## src/rtl/pin_ctrl_pkg.sv

```systemverilog
`default_nettype none
// ============================================================================
// pin_ctrl_pkg : user-design pin map, output-enable levels, debounce state.
// Revision 1.0
// ============================================================================
package pin_ctrl_pkg;

    localparam int unsigned PIN_RESET  = 23;
    localparam int unsigned PIN_ENABLE = 22;
    localparam int unsigned PIN_SWITCH = 11;
    localparam int unsigned PIN_BUTTON = 10;

    localparam logic OUTPUT_ENABLE  = 1'b1;
    localparam logic OUTPUT_DISABLE = 1'b0;

    // Upper bound on the counter field; bits above $clog2(DEBOUNCE_CYCLES)
    // are never set because the count stops at DEBOUNCE_CYCLES-1.
    localparam int DEB_CNT_MAX_W = 32;

    typedef struct packed {
        logic                     d;
        logic [DEB_CNT_MAX_W-1:0] cnt;
    } deb_state_t;

    function automatic deb_state_t deb_next(
        input deb_state_t               cur,
        input logic                     s,
        input logic [DEB_CNT_MAX_W-1:0] last
    );
        deb_state_t nxt;
        nxt = cur;
        if (s == cur.d) begin
            nxt.cnt = '0;
        end else if (cur.cnt == last) begin
            nxt.d   = s;
            nxt.cnt = '0;
        end else begin
            nxt.cnt = cur.cnt + 1'b1;
        end
        return nxt;
    endfunction

endpackage
`default_nettype wire

```

## src/rtl/debounce_bit.sv

```systemverilog
`default_nettype none
// ============================================================================
// debounce_bit : two-flop synchroniser followed by a stable-count debouncer.
// Revision 1.0
// ============================================================================
module debounce_bit
    import pin_ctrl_pkg::*;
#(
    parameter int DEBOUNCE_CYCLES = 250000,
    parameter bit INVERT          = 1'b0
) (
    input  logic clk,
    input  logic rst_n,
    input  logic raw,
    output logic level
);

    localparam logic [DEB_CNT_MAX_W-1:0] CNT_LAST = DEB_CNT_MAX_W'(DEBOUNCE_CYCLES - 1);

    if (DEBOUNCE_CYCLES < 2) begin : g_bad_debounce
        $error("debounce_bit: DEBOUNCE_CYCLES must be at least 2");
    end

    logic [1:0] sync_q, sync_d;
    deb_state_t state_q, state_d;

    always_comb begin
        sync_d  = {sync_q[0], raw ^ INVERT};
        state_d = deb_next(state_q, sync_q[1], CNT_LAST);
    end

    always_ff @(posedge clk or negedge rst_n) begin
        if (!rst_n) begin
            sync_q  <= '0;
            state_q <= '0;
        end else begin
            sync_q  <= sync_d;
            state_q <= state_d;
        end
    end

    assign level = state_q.d;

endmodule
`default_nettype wire

```

## src/rtl/btn_sw_conditioner.sv

```systemverilog
`default_nettype none
// ============================================================================
// btn_sw_conditioner : debounced button/switch to counter enable (run/step).
// Optional long-press stop: define LONG_PRESS_DETECT_EN.   Revision 1.0
// ============================================================================
module btn_sw_conditioner
    import pin_ctrl_pkg::*;
#(
    parameter int DEBOUNCE_CYCLES   = 250000,
    parameter bit BTN_ACTIVE_LOW    = 1'b0,
    parameter int LONG_PRESS_CYCLES = 5000000
) (
    input  logic clk,
    input  logic rst_n,
    input  logic btn_raw,
    input  logic sw_raw,
    output logic btn_level,
    output logic sw_level,
    output logic btn_press,
    output logic en_out,
    output logic run,
    output logic long_press
);

    if (LONG_PRESS_CYCLES < 1) begin : g_bad_long_press
        $error("btn_sw_conditioner: LONG_PRESS_CYCLES must be at least 1");
    end

    debounce_bit #(
        .DEBOUNCE_CYCLES(DEBOUNCE_CYCLES),
        .INVERT         (BTN_ACTIVE_LOW)
    ) u_btn (
        .clk  (clk),
        .rst_n(rst_n),
        .raw  (btn_raw),
        .level(btn_level)
    );

    debounce_bit #(
        .DEBOUNCE_CYCLES(DEBOUNCE_CYCLES),
        .INVERT         (1'b0)
    ) u_sw (
        .clk  (clk),
        .rst_n(rst_n),
        .raw  (sw_raw),
        .level(sw_level)
    );

    logic btn_level_q, btn_level_d;
    logic run_q, run_d;

`ifdef LONG_PRESS_DETECT_EN
    localparam int LP_W = $clog2(LONG_PRESS_CYCLES + 1);
    localparam logic [LP_W-1:0] LP_LAST = LP_W'(LONG_PRESS_CYCLES);

    logic [LP_W-1:0] lp_cnt_q, lp_cnt_d;
    logic            fired_q, fired_d;

    // Count stops at LP_LAST and freezes once fired, so one pulse per hold.
    always_comb begin
        long_press = btn_level && !fired_q && (lp_cnt_q == LP_LAST);
        lp_cnt_d   = lp_cnt_q;
        fired_d    = fired_q;
        if (!btn_level) begin
            lp_cnt_d = '0;
            fired_d  = 1'b0;
        end else if (long_press) begin
            fired_d  = 1'b1;
        end else if (!fired_q) begin
            lp_cnt_d = lp_cnt_q + 1'b1;
        end
    end

    always_ff @(posedge clk or negedge rst_n) begin
        if (!rst_n) begin
            lp_cnt_q <= '0;
            fired_q  <= 1'b0;
        end else begin
            lp_cnt_q <= lp_cnt_d;
            fired_q  <= fired_d;
        end
    end
`else
    assign long_press = 1'b0;
`endif

    assign btn_press = btn_level & ~btn_level_q;

    // Switch-low beats long-press stop, which beats a toggle.
    always_comb begin
        btn_level_d = btn_level;
        run_d       = run_q;
        if (!sw_level) begin
            run_d = 1'b0;
        end else if (long_press) begin
            run_d = 1'b0;
        end else if (btn_press) begin
            run_d = ~run_q;
        end
    end

    always_ff @(posedge clk or negedge rst_n) begin
        if (!rst_n) begin
            btn_level_q <= 1'b0;
            run_q       <= 1'b0;
        end else begin
            btn_level_q <= btn_level_d;
            run_q       <= run_d;
        end
    end

    assign run    = run_q;
    assign en_out = sw_level ? run_q : btn_press;

endmodule
`default_nettype wire

```

## config.mk

```make
export PLATFORM = sky130hd
export DESIGN_NAME = btn_sw_conditioner
export DESIGN_NICKNAME = d
export VERILOG_FILES = /design/src/rtl/pin_ctrl_pkg.sv /design/src/rtl/debounce_bit.sv /design/src/rtl/btn_sw_conditioner.sv
export SDC_FILE = /design/constraint.sdc
export NUM_CORES = 1
export LEC_CHECK = 0
export CAP_MARGIN = 20
export CORE_ASPECT_RATIO = 1.2
export CORE_MARGIN = 3
export CORE_UTILIZATION = 35
export DETAILED_ROUTE_END_ITERATION = 8
export RECOVER_POWER = 100
export SETUP_SLACK_MARGIN = 0.2
export SYNTH_ARGS = -nofsm -noshare
export SYNTH_HDL_FRONTEND = slang
export SYNTH_HIERARCHICAL = 1
export SYNTH_SLANG_ARGS = --single-unit
```

## constraint.sdc

```tcl
create_clock -name clk -period 3.9 [get_ports clk]
set_clock_uncertainty 0.15 [all_clocks]
set_input_delay 0.975 -clock clk [delete_from_list [all_inputs] [get_ports clk]]
set_output_delay 0.975 -clock clk [all_outputs]
set_load 0.005 [all_outputs]
```

Word-level counts from Yosys, hierarchy flattened
Index checks and enable logic that the tools add are counted.
W data, S select, Z words.
- bits in registers: 72
- latch bits: 0
- RAM bits: 0
- ROM bits: 0
- bits of input ports: 4
- output and inout port bits: 6
- word-level logic and storage cells: 29
- memories kept: 0
- add/subtract/negate cells: 2
- multipliers: 0
- divide/modulo/power cells: 0
- magnitude comparators: 0
- equal/unequal tests: 5
- shift operators: 0
- muxes and demuxes: 7
- bitwise logic cells: 5
- reduce and logical (&&, ||, !) cells: 2
- operators by type and width (cell ; number):
    $mux W32 ; 4
    $add A32 B1 Y32 const B ; 2
    $eq A32 B18 Y1 const B ; 2
    $not A1 Y1 ; 4
    $reduce_and A2 Y1 ; 2
    $mux W1 ; 3
    $eq A1 B1 Y1 ; 2
    $ne A2 B2 Y1 const B ; 1
    $and A1 B1 Y1 ; 1

Logic depth before layout (Yosys ltp)
- word-level depth: 4
- depth in mapped cells: 7
- depth with buffers taken out: 5

Cells and area by module
Netlist, hierarchy kept.
- by module, submodules not included (module ; times used ; cells each ; area an instance (sq um) ; sequential area each (sq um)):
    debounce_bit ; 2 ; 184 ; 1795.5 ; 875.8
    btn_sw_conditioner ; 1 ; 9 ; 106.4 ; 50.0

Least setup slack after synthesis
Ideal clock, no wire load.
- path kind: register -> register
- start: reg u_btn/state_q[0] in the netlist's numbering
- end: reg u_btn/state_q[20] in the netlist's numbering
- library setup time: 0.078 ns
- data arrival time: 1.962 ns
- data required time: 3.672 ns
- slack: 1.710 ns
- cell stages (with the launch flop): 7
- path buffers: 1
- clock period less this slack: 2.190 ns
- cell sequence: dfrtp_1 > ha_1 > nand4_1 > or4_4 > buf_2 > or3_1 > a21oi_1
- RTL lines (what ; RTL line ; RTL):
    from (decl) ; debounce_bit.sv:25 ; deb_state_t state_q, state_d;
    from (signal assigned) ; debounce_bit.sv:38 ; state_q <= state_d;

Final worst setup path
- start: reg u_btn.state_q (netlist bit u_btn/level)
- end: out en_out
- word-level cells in the longest chain between the ends: 2
- RTL lines (what ; RTL line ; RTL):
    $and A1 B1 Y1 ; btn_sw_conditioner.sv:87 ; assign btn_press = btn_level & ~btn_level_q;
    $mux W1 ; btn_sw_conditioner.sv:113 ; assign en_out = sw_level ? run_q : btn_press;
    to (decl) ; btn_sw_conditioner.sv:20 ; output logic en_out,
No other way between the ends.

==> results.toml <==
[die]
dieArea_mm2 = 0.01184
core_area_mm2 = 0.01016
die_y_um = 118.6
die_w_um = 99.83
num_rows = 40
pin_count = 10
start_util_pct = 36.39

[sta]
worst_pin_slew_ns = 1.787
drv_slew = 73
slew_headroom_pct = -19.16
period_needed_ns = 2.891
rsz0062_at_grt = "false"
setup_viol_count_final = 0
hold_violations = 0
finalCritPeriodShare_pct = 74.12
setup_tns_ns = 0
timing.fmax_mhz = 345.9

[routing]
drc = 0
wl_per_cell_um = 14.80
post_drt_via_cell_ratio = 5.573
vias = 2848
drt_first_pass_iters = 4
ant_nets = 0
drt_iter0_drc = 102
drt_wl_total_um = 7562

[global_route]
grt_pass1_vias = 2808
grtUsageTotal_pct = 13.74
grt_pass1_wl_um = 13340
grt_overflow = 0
grt_max_degree = 73
antenna_found_initial = 0

[worst_setup_path]
slowest_delay_ns = 0.57
r2r_slack_ns = 1.09
setup.worst_path.start_class = "register"
crit_chain = "nor2b_1, mux2_2, dlygate4sd3_1"
critical_path_class = "register to output pin"
worstSetupEndpointType = "output pin"
crit_family = "buffers and inverters"
crit_slowest_cell = "dlygate4sd3_1"
worstPathRequired_ns = 2.77
critPathBufInv = 1
critical_path_arrival_ns = 1.77
worst-path-max-fanout = 6

[synthesis]
avgSynthCellArea_um2 = 9.807
ys_types = 35
yosysTopAreaCellShare_pct = 48.73
netlist_area_mm2 = 0.003697
synthTopCellsByCount = "dfrtp_1, nor2_1, a21oi_1"
seq_area_frac_synth_pct = 48.73
synth_cells = 377
async_flop_share_pct = 100.0
yosysWarnings = 6
synth_top_area_cell = "dfrtp_1"
synthTopCellsByArea = "dfrtp_1, xnor2_1, a21oi_1"
synth-edff-count = 0
synth-seq-cells = 72
post-synth-top-count-cell = "dfrtp_1"
synthFlopType = "dfrtp_1"
synth.net_count = 383

[power_and_ir_drop]
peakVddDrop_mv = 0.2260
p_per_area_mw_per_mm2 = 405.0
p_leak_nw = 1.577

[clock_tree]
clock-sinks = 72
cts-htree-levels = 3
cts_setup_buffers = 0
post_cts_resized = 0
cts_hold_buf = 0
worstSkewPairLatency_ns = 0.33
cts_tree = "built"
cts_made_buffers = 9
cts_root_buffer = "clkbuf_16"
clkTransAtPathRegs_ns = 0.06
clockBufferDepth = 2

[final_layout]
final_nets = 386
drive_gt1_share_pct = 9.870
area_delta_synth_final_pct = 12.12
fin_util_pct = 40.80
antenna_cells = 0

[place]
gp_congestion = 0.7534
io_buffers = 8
hpwl_um = 5098

[flow_run]
maxCapViolations = 1

[status]
violations = "max-capacitance violations, max-slew violations"
status = "complete, but fails checks"

[hold_path]
hold_path.class = "register to register"
## flip-flops by register name, indices dropped and copies added, names as in the netlist
signal	cells
btn_level_q	1
run	1
u_sw/level	1
u_btn/state_q	32
u_sw/sync_q	2
u_sw/state_q	32
u_btn/level	1
u_btn/sync_q	2
## logic make-up after synthesis
| logic type | synth area share (%) |
|---|---|
| AOI/OAI and AO/OA | 10.90 |
| xor gates and xnor gates | 7.107 |
| adders and majority gates | 0.6767 |
| buffers and inverters | 3.858 |
| DFF | 48.73 |
| muxes | 0.9136 |
| other | 0.1014 |
| and+or+nand+nor | 27.72 |
## final cells by class
| cell class | count | area (um^2) |
|---|---|---|
| inverter | 10 | 37.54 |
| fill | 1004 | 6015 |
| tap | 126 | 157.7 |
| timing repair buffer | 11 | 90.09 |
| sequential | 72 | 1802 |
| clock inverter | 7 | 95.09 |
| clock buffer | 9 | 225.2 |
| multi-input combinational | 276 | 1738 |
## per-layer routing
| layer | vias up | track usage [%] | wire length [um] | share of wire, % |
|---|---|---|---|---|
| li1 | 1400 | - | - | - |
| met1 | 1412 | 17.38 | 3438 | 45 |
| met2 | 30 | 23.00 | 3837 | 51 |
| met3 | 6 | 2.834 | 202 | 2.7 |
| met4 | 0 | 4.868 | 82 | 1.1 |
| met5 | - | 0 | 0 | 0 |
## stage by stage
stage               total power, mW  worst slack, ns  instance area (um^2)  std cells  hold slack, ns
floorplan                    0.7925            1.710                  3697        377          0.1812
global placement             0.8183            1.395                  3872        495          0.1826
detailed placement           0.8189            1.318                  3872        495          0.1864
CTS                           1.703            1.131                  4193        511          0.2003
global route                  1.744           0.7274                  4145        511          0.1970
finish                        1.679            1.009                  4145        511          0.1979
## report_power, final
| group | internal (mW) | switching [mW] | leakage (nW) |
|---|---|---|---|
| combinational | 0.00857 | 0.0301 | 0.429 |
| sequential | 0.754 | 0.00714 | 0.992 |
| clock | 0.561 | 0.318 | 0.156 |
| total | 1.32 | 0.355 | 1.58 |
## cell usage in the layout, fill, tap and decap left out, types with 12 or more instances in the layout
| cell type | netlist | layout |
|---|---|---|
| or4_1 | 20 | 20 |
| a21oi_1 | 32 | 32 |
| nand4_1 | 12 | 12 |
| dfrtp_1 | 72 | 72 |
| nor2_1 | 36 | 36 |
| o31ai_1 | 18 | 18 |
| xnor2_1 | 20 | 20 |
| nand3_1 | 18 | 18 |
| nand2_1 | 25 | 25 |
| nor4_1 | 16 | 16 |
| o21ai_0 | 15 | 15 |
## path summary, 6_finish.rpt
kind                       cells after the start                  startpoint                    endpoint
hold reg to reg                                0    u_sw/sync_q[0]$_DFF_PN0_    u_sw/sync_q[1]$_DFF_PN0_
max in group asynchronous                      1                       rst_n  u_sw/state_q[27]$_DFF_PN0_
setup / recovery                               3     u_btn/level$_DFFE_PN0P_                      en_out
hold / removal                                 0    u_sw/sync_q[0]$_DFF_PN0_    u_sw/sync_q[1]$_DFF_PN0_
min in group asynchronous                      1                       rst_n  u_sw/state_q[22]$_DFF_PN0_
setup reg to reg                               5  u_sw/state_q[19]$_DFF_PN0_   u_sw/state_q[9]$_DFF_PN0_
(Power assumes the default switching activity.)
